$ cat config.mk
export PLATFORM = sky130hd
export DESIGN_NAME = imem_dmem_arbiter
export DESIGN_NICKNAME = d
export VERILOG_FILES = /design/src/rtl/imem_dmem_arbiter.sv
export SDC_FILE = /design/constraint.sdc
export NUM_CORES = 1
export LEC_CHECK = 0
export BUFFER_PORTS_ARGS = -buffer_cell sky130_fd_sc_hd__buf_2
export CAP_MARGIN = 20
export CORE_ASPECT_RATIO = 1.1
export CORE_MARGIN = 4
export CORE_UTILIZATION = 52
export CTS_BUF_LIST = sky130_fd_sc_hd__clkbuf_16
export CTS_CLUSTER_SIZE = 8
export DETAILED_ROUTE_END_ITERATION = 8
export GPL_TIMING_DRIVEN = 0
export PLACE_DENSITY = 0.86
export SETUP_SLACK_MARGIN = 0.02
export SYNTH_ARGS = -nofsm -noshare
export SYNTH_HDL_FRONTEND = slang
export SYNTH_SLANG_ARGS = --single-unit
$ cat constraint.sdc
create_clock -name clk -period 3.6 [get_ports clk]
set_clock_uncertainty 0.15 [all_clocks]
set_input_delay 0.54 -clock clk [delete_from_list [all_inputs] [get_ports clk]]
set_output_delay 0.54 -clock clk [all_outputs]
set_load 0.05 [all_outputs]
$ cat src/rtl/imem_dmem_arbiter.sv
// Shares one external memory port between instruction fetch and data access.
// Data access (older instruction) wins. Completed results are held until the owning stage advances.
module imem_dmem_arbiter #(
  parameter int TIMEOUT = 255,
  parameter int AW      = 32
) (
  input  logic          clk,
  input  logic          reset,
  input  logic          if_req,
  input  logic [AW-1:0] if_addr,
  input  logic          if_adv,
  output logic [31:0]   if_rdata,
  output logic          stall_if,
  input  logic [1:0]    MemReadWriteM,
  input  logic [1:0]    data_typeM,
  input  logic [AW-1:0] mem_addr,
  input  logic [31:0]   mem_wdata,
  input  logic          mem_adv,
  output logic [31:0]   mem_rdata,
  output logic          stall_mem,
  output logic          misalign,
  output logic          bus_err,
  output logic          bus_req,
  output logic          bus_we,
  output logic [AW-1:0] bus_addr,
  output logic [3:0]    bus_be,
  output logic [31:0]   bus_wdata,
  input  logic [31:0]   bus_rdata,
  input  logic          bus_ack
);

  localparam int CW = $clog2(TIMEOUT + 1);
  localparam logic [CW-1:0] TMO_LAST  = CW'(TIMEOUT - 1);
  localparam logic [AW-1:0] WORD_MASK = {{(AW-2){1'b1}}, 2'b00};

  typedef enum logic [1:0] {
    IDLE     = 2'b00,
    BUSY_MEM = 2'b01,
    BUSY_IF  = 2'b10
  } state_t;

  state_t          state_q, state_d;
  logic            bus_req_q, bus_req_d;
  logic            bus_we_q, bus_we_d;
  logic [AW-1:0]   bus_addr_q, bus_addr_d;
  logic [3:0]      bus_be_q, bus_be_d;
  logic [31:0]     bus_wdata_q, bus_wdata_d;
  logic [31:0]     if_rdata_q, if_rdata_d;
  logic [31:0]     mem_rdata_q, mem_rdata_d;
  logic            misalign_q, misalign_d;
  logic            bus_err_q, bus_err_d;
  logic            mem_done_q, mem_done_d;
  logic            if_done_q, if_done_d;
  logic [CW-1:0]   tmo_cnt_q, tmo_cnt_d;

  logic            mem_pend_s;
  logic            if_pend_s;
  logic            mem_legal_s;

  function automatic logic [3:0] be_gen(input logic [1:0] dtype, input logic [1:0] a);
    logic [3:0] be;
    case (dtype)
      2'b00:   be = 4'b1111;
      2'b01:   be = a[1] ? 4'b1100 : 4'b0011;
      2'b10:   be = 4'b0001 << a;
      default: be = 4'b0000;
    endcase
    return be;
  endfunction

  function automatic logic [31:0] wdata_gen(input logic [1:0] dtype, input logic [31:0] wd);
    logic [31:0] r;
    case (dtype)
      2'b01:   r = {2{wd[15:0]}};
      2'b10:   r = {4{wd[7:0]}};
      default: r = wd;
    endcase
    return r;
  endfunction

  function automatic logic legal_gen(input logic [1:0] rw, input logic [1:0] dtype,
                                     input logic [1:0] a);
    logic ok;
    case (dtype)
      2'b00:   ok = (a == 2'b00);
      2'b01:   ok = ~a[0];
      2'b10:   ok = 1'b1;
      default: ok = 1'b0;
    endcase
    return ok & (rw != 2'b11);
  endfunction

  assign mem_pend_s  = (MemReadWriteM != 2'b00) & ~mem_done_q;
  assign if_pend_s   = if_req & ~if_done_q;
  assign mem_legal_s = legal_gen(MemReadWriteM, data_typeM, mem_addr[1:0]);

  assign stall_mem = mem_pend_s;
  assign stall_if  = if_pend_s;

  // Next-state: issue in IDLE (mem first), complete or time out in BUSY.
  always_comb begin
    state_d     = state_q;
    bus_req_d   = bus_req_q;
    bus_we_d    = bus_we_q;
    bus_addr_d  = bus_addr_q;
    bus_be_d    = bus_be_q;
    bus_wdata_d = bus_wdata_q;
    if_rdata_d  = if_rdata_q;
    mem_rdata_d = mem_rdata_q;
    misalign_d  = 1'b0;
    bus_err_d   = bus_err_q;
    mem_done_d  = mem_done_q & ~mem_adv;
    if_done_d   = if_done_q & ~if_adv;
    tmo_cnt_d   = tmo_cnt_q;

    case (state_q)
      IDLE: begin
        tmo_cnt_d = {CW{1'b0}};
        if (mem_pend_s) begin
          if (mem_legal_s) begin
            state_d     = BUSY_MEM;
            bus_req_d   = 1'b1;
            bus_we_d    = (MemReadWriteM == 2'b01);
            bus_addr_d  = mem_addr & WORD_MASK;
            bus_be_d    = be_gen(data_typeM, mem_addr[1:0]);
            bus_wdata_d = wdata_gen(data_typeM, mem_wdata);
          end else begin
            misalign_d  = 1'b1;
            mem_done_d  = 1'b1;
            mem_rdata_d = 32'h0000_0000;
          end
        end else if (if_pend_s) begin
          state_d     = BUSY_IF;
          bus_req_d   = 1'b1;
          bus_we_d    = 1'b0;
          bus_addr_d  = if_addr & WORD_MASK;
          bus_be_d    = 4'b1111;
          bus_wdata_d = 32'h0000_0000;
        end else begin
          state_d = IDLE;
        end
      end
      BUSY_MEM, BUSY_IF: begin
        if (bus_ack || (tmo_cnt_q == TMO_LAST)) begin
          state_d   = IDLE;
          bus_req_d = 1'b0;
          tmo_cnt_d = {CW{1'b0}};
          bus_err_d = bus_err_q | ~bus_ack;
          if (state_q == BUSY_MEM) begin
            mem_done_d = 1'b1;
            if (!bus_ack) begin
              mem_rdata_d = 32'h0000_0000;
            end else if (!bus_we_q) begin
              mem_rdata_d = bus_rdata;
            end else begin
              mem_rdata_d = mem_rdata_q;
            end
          end else begin
            if_done_d  = 1'b1;
            if_rdata_d = bus_ack ? bus_rdata : 32'h0000_0000;
          end
        end else begin
          tmo_cnt_d = tmo_cnt_q + CW'(1);
        end
      end
      default: begin
        state_d   = IDLE;
        bus_req_d = 1'b0;
      end
    endcase
  end

  // State and output registers; reset aborts any transaction in flight.
  always_ff @(posedge clk or negedge reset) begin
    if (!reset) begin
      state_q     <= IDLE;
      bus_req_q   <= 1'b0;
      bus_we_q    <= 1'b0;
      bus_addr_q  <= {AW{1'b0}};
      bus_be_q    <= 4'b0000;
      bus_wdata_q <= 32'h0000_0000;
      if_rdata_q  <= 32'h0000_0000;
      mem_rdata_q <= 32'h0000_0000;
      misalign_q  <= 1'b0;
      bus_err_q   <= 1'b0;
      mem_done_q  <= 1'b0;
      if_done_q   <= 1'b0;
      tmo_cnt_q   <= {CW{1'b0}};
    end else begin
      state_q     <= state_d;
      bus_req_q   <= bus_req_d;
      bus_we_q    <= bus_we_d;
      bus_addr_q  <= bus_addr_d;
      bus_be_q    <= bus_be_d;
      bus_wdata_q <= bus_wdata_d;
      if_rdata_q  <= if_rdata_d;
      mem_rdata_q <= mem_rdata_d;
      misalign_q  <= misalign_d;
      bus_err_q   <= bus_err_d;
      mem_done_q  <= mem_done_d;
      if_done_q   <= if_done_d;
      tmo_cnt_q   <= tmo_cnt_d;
    end
  end

  assign bus_req   = bus_req_q;
  assign bus_we    = bus_we_q;
  assign bus_addr  = bus_addr_q;
  assign bus_be    = bus_be_q;
  assign bus_wdata = bus_wdata_q;
  assign if_rdata  = if_rdata_q;
  assign mem_rdata = mem_rdata_q;
  assign misalign  = misalign_q;
  assign bus_err   = bus_err_q;

endmodule

After elaboration in Yosys (flattened, before gate mapping) --
Index checks and enable logic that the tools add are counted.
Storage, ports and cells: output and inout port bits 138, input port bits 138, flip-flop bits (word level) 148
Operators by class: $add $sub $neg 1, shifts and indexed selects 1, multiplexer cells 47, equal/unequal tests 15, bitwise gates (word level) 13, reduce and logical (&&, ||, !) cells 14
Operator list (count):
- two-way mux 32 bit | 13
- one-hot mux 32 bit (2 select lines) | 2
- two-way mux 1 bit | 17
- two-way mux 4 bit | 4
- one-hot mux 8 bit (2 select lines) | 1
- one-hot mux 4 bit (3 select lines) | 1
- inequality test 2 bit, second input constant | 5
- inequality test 3 bit, second input constant | 3
- AND reduction 3 bit | 3
- adder 8 x 1 -> 8 bit, second input constant | 1
- == test 8 bit, second input constant | 1
- two-way mux 2 bit | 4
- two-way mux 8 bit | 1
- NOT 1 bit | 7
- == test 2 x 1 -> 1 bit, second input constant | 3
- zero test 2 bit | 3
- AND reduction 6 bit | 1
- nonzero test 2 bit | 3
- bitwise AND 1 bit | 5
- == test 2 bit, second input constant | 2
- one-hot mux 1 bit (2 select lines) | 2
- one-hot mux 2 bit (2 select lines) | 1
- AND reduction 2 bit | 2
- left shift 1 x 2 -> 4 bit, first input constant | 1
- 5 further kinds | 5

Logic depth before layout (Yosys ltp) --
word-level depth 6, mapped depth 9, mapped depth without buffers 7

Least setup slack after synthesis --
Ideal clock, no wire load.
path kind input-to-reg, start input port data_typeM[0], end register mem_rdata_q[10], in the netlist mem_rdata[10], data required time 3.325 ns, stages 8, setup slack 1.037 ns, arrival time 2.288 ns, library setup time 0.125 ns, buffers on the path 1, cell sequence inv_1 > ha_1 > nor3b_1 > o31a_1 > or3_4 > a22oi_4 > buf_6 > mux2_2
Between the ends: cells in the longest elaborated chain, start to end 5, elaborated cells on any way between the ends 7, classes of those cells eq/ne: 3; mux: 1; bitwise: 1; reduce/logical: 2
RTL lines:
- start, declared | line 15 | input logic [1:0] data_typeM,
- == test 2 bit (tied with other cells) | line 84 | case (dtype)
- one-hot mux 1 bit (3 select lines) (*) | line 84
- bitwise AND 1 bit (*) | line 90 | return ok & (rw != 2'b11);
- inequality test 2 bit (no line) (*)
- AND reduction 6 bit (no line) (*)
- end signal, assigned | line 197 | mem_rdata_q <= mem_rdata_d;
- end, declared | line 49 | logic [31:0] mem_rdata_q, mem_rdata_d;
Mark *: on every way between the ends. The rest lies on a longest branch, timed or not. A chain may end at the register's enable or synchronous reset.

Worst setup path in the final report --
start register mem_done_q, end output port stall_mem
Between the ends: cells in the longest elaborated chain, start to end 2
RTL lines:
- start, declared | line 52 | logic mem_done_q, mem_done_d;
- start signal, assigned | line 200 | mem_done_q <= mem_done_d;
- NOT 1 bit | line 93 | assign mem_pend_s = (MemReadWriteM != 2'b00) & ~mem_done_q;
- bitwise AND 1 bit | line 93
- end, declared | line 20 | output logic stall_mem,
No other way between the ends.

==> flow_summary.toml <==
[sta]
fmax_ghz = 0.3591
finalSetupViolCount = 0
period_needed_ns = 2.784
worst_slack_ns = 0.8155
period_share_pct = 77.35
report.final.slew_viol_count = 0
slew_headroom_pct = 52.91
finalHoldViolCount = 0
rsz0062_at_grt = "false"
finalSetupTns_ns = 0
worst_pin_slew_ns = 0.7063

[routing]
ant_nets = 0
drt_wl_total_mm = 20.13
via_count = 6258
drc = 0
first_pass_iters = 5
first_iter_violations = 572
wire_per_inst_um = 17.71
via_per_inst = 5.504

[critical_path]
max_stage_delay_ns = 0.41
crit_top_cell = "buf_2"
cp_max_fo = 10
crit_chain = "o21bai_1 -> buf_2 -> inv_1 -> clkbuf_1 -> buf_2"
worstSetupStartpointType = "register"
worstPathBufferInverterCount = 4
worst-setup-path-type = "reg -> out"
critPathCaptureType = "output pin"
worstPathArrival_ns = 2.09
path_delay_family = "buffers and inverters"
crit_required_ns = 2.91
critPathSlowestCell = "dfrtp_1"

[logic_synthesis]
synth_adder_area_share_pct = 1.695
synth_xor_area_share_pct = 0.2636
ys_seq_area_share_pct = 54.98
syn_area_per_cell_sq_um = 9.859
synthMuxAreaShare_pct = 10.28
syn_area_sq_mm = 0.006645
async_reset_ff_share_pct = 100.0
ys_types = 39
yosysWarnings = 0
synth_top_family_by_area = "compound AO/OA/AOI/OAI gates"
synth_compound_area_share_pct = 14.40
ys_ff_latch = 146
syn_inst = 674
ys.flop_type = "dfrtp_1"
synth-edff-count = 0
synth_simple_gate_area_share_pct = 13.93

[global_routing]
grt_pass1_wl_mm = 31.95
grt_start_max_net_pins = 81
grt_util_met3_pct = 9.828
grt_pass1_vias = 6350
busiest_layer = "met2"
grt_use_total_pct = 27.98
grt_util_met2_pct = 47.75
use_met1_pct = 32.00
antenna_found_initial = 3
overflow = 0

[die]
die_w_um = 115.8
row_count = 43
die_h_um = 126.6
pin_count = 276
dieArea_sq_mm = 0.01465
start_util_pct = 52.78
coreArea_sq_mm = 0.01259

[place]
pre_cts_ws_ns = 0.6820
gp_congestion = 0.9291
port_buffers = 271
dp_hpwl_mm = 15.42

[clock_tree]
cts_buffer_depth = 2
numClockSinks = 146
cts_tree = "done"
clock_latency_ns = 0.42
clockRootBuffer = "clkbuf_16"
cts_resized = 0
ctsHtreeMaxLevel = 4
cts_made_buffers = 17
clk_pin_slew_ns = 0.06

[power]
p_switching_mw = 4.911
comb_power_share_pct = 53.8
p_int_mw = 4.742
irDropWorstVdd_v = 0.0006793
power_leakage_nw = 4.798
pwr-share-clk_pct = 18.6
power_density_mw_per_mm2 = 1092
p_seq_share_pct = 27.6
switching_share_pct = 50.88

[final_layout]
drive_gt1_share_pct = 35.31
num_antenna_cells = 0
fin_util_pct = 70.24
nNetsFinal = 1114
area_growth_pct = 33.08

[run]
maxCapViolations = 0

[hold_path]
hp-class = "in -> reg"

[status]
status = "finished, final reports clean"
-- routing by layer --
metal  wire [um]  up-vias
met5          34        -
li1            -     2895
met4         677        6
met2       10150      353
met3        2177       57
met1        7091     2947
-- cells in the final DEF (no fill, tap or decap), types with 2 or more instances in the layout --
| cell | n |
|---|---|
| buf_2 | 278 |
| nand2_1 | 148 |
| dfrtp_1 | 146 |
| o21ai_0 | 125 |
| clkbuf_1 | 35 |
| and3_1 | 33 |
| mux2_2 | 32 |
| mux2i_1 | 30 |
| a21oi_1 | 20 |
| inv_1 | 18 |
| clkbuf_16 | 17 |
| a22oi_1 | 16 |
| nor2_1 | 10 |
| ha_1 | 9 |
| nor3_1 | 6 |
| nand3_1 | 5 |
| clkinv_1 | 5 |
| nor2b_1 | 4 |
| buf_6 | 4 |
| bufinv_16 | 4 |
| clkinv_2 | 3 |
| o21bai_1 | 2 |
| nand3b_1 | 2 |
| buf_1 | 2 |
| mux2_1 | 2 |
| buf_4 | 2 |
| conb_1 | 2 |
| clkinvlp_4 | 2 |
-- cell families after synthesis --
kind of cell	after synthesis
mux	64
other cells	1
simple gates	212
flops	146
fa+ha+maj	9
xor+xnor	2
compound gates	173
buf+inv	67
-- registers in the layout (all words and copies together), names as in the netlist, 2 cells and up --
| name | count |
|---|---|
| bus_wdata | 32 |
| if_rdata | 32 |
| mem_rdata | 32 |
| bus_addr | 30 |
| tmo_cnt_q | 8 |
| bus_be | 4 |
| state_q | 2 |
-- final cells by class --
type | instances | area (sq um)
plain buffers | 50 | 227.7
clock buffers | 17 | 425.4
clock inverters | 15 | 172.7
fillers | 1006 | 3746
inverters | 17 | 63.81
multi-input cells | 462 | 2704
flip-flops and latches | 146 | 3654
well taps | 157 | 196.4
repair buffers | 273 | 1400
-- synth_stat cells (all sizes together) (2+ instances only) --
cell	n	area share, %
nand2	148	8.4
inv	17	0.96
nor2	10	0.56
clkbuf	35	2.0
nor2b	4	0.38
dfrtp	146	55
mux2i	30	4.5
nand3b	2	0.23
nor3	6	0.45
a21oi	20	1.5
o21ai	126	9.5
a22oi	17	2.1
nand3	5	0.38
o21bai	2	0.23
and3	33	3.1
mux2	34	5.8
ha	9	1.7
buf	15	1.4
-- power groups by stage --
stage	clock [mW]	combinational [mW]	sequential [mW]
2_1_floorplan	0	1.66	4.81
3_3_place_gp	0	5.11	2.66
3_5_place_dp	0	5.21	2.67
4_1_cts	1.82	5.22	2.66
5_1_grt	1.90	5.57	2.74
6_report	1.80	5.19	2.67
-- worst register-to-register path: cells and delay by family (launching register included) --
kind / cells / cell delay, ns
AOI/OAI and AO/OA: 1 / 0.30
DFF: 1 / 0.40
buffers and inverters: 3 / 0.71
and+or+nand+nor: 1 / 0.17
adders and majority gates: 1 / 0.30
muxes: 1 / 0.35
-- worst paths after layout --
kind	startpoint	end	slack (ns)	cells past startpoint
worst max register to register	state_q[0]	mem_rdata[27]	1.11	7
max in group asynchronous	reset	bus_wdata[9]	1.97	3
worst min-delay path	if_adv	if_done_q	0.15	2
worst max-delay path	mem_done_q	stall_mem	0.82	5
min in group asynchronous	reset	if_rdata[16]	0.53	2
worst min register to register	if_rdata[15]	if_rdata[15]	0.32	2
-- metrics by stage --
step	cells	instance area [sq um]	power (mW)	hold WS [ns]
floorplan	675	6649	6.468	0.09441
global placement	1103	8202	7.768	0.3045
detailed placement	1104	8235	7.883	0.3083
CTS	1137	8843	9.711	0.1330
global route	1137	8843	10.22	0.1538
finish	1137	8843	9.653	0.1501
-- timing repair --
| action | in CTS | in global routing |
|---|---|---|
| setup endpoints to repair | 0 | 0 |
| endpoints found under the hold margin | 66 | 0 |
| buffers inserted | 0 | 0 |
| hold buffers | 1 | 0 |
No activity file was read; power rests on OpenSTA's default activity.
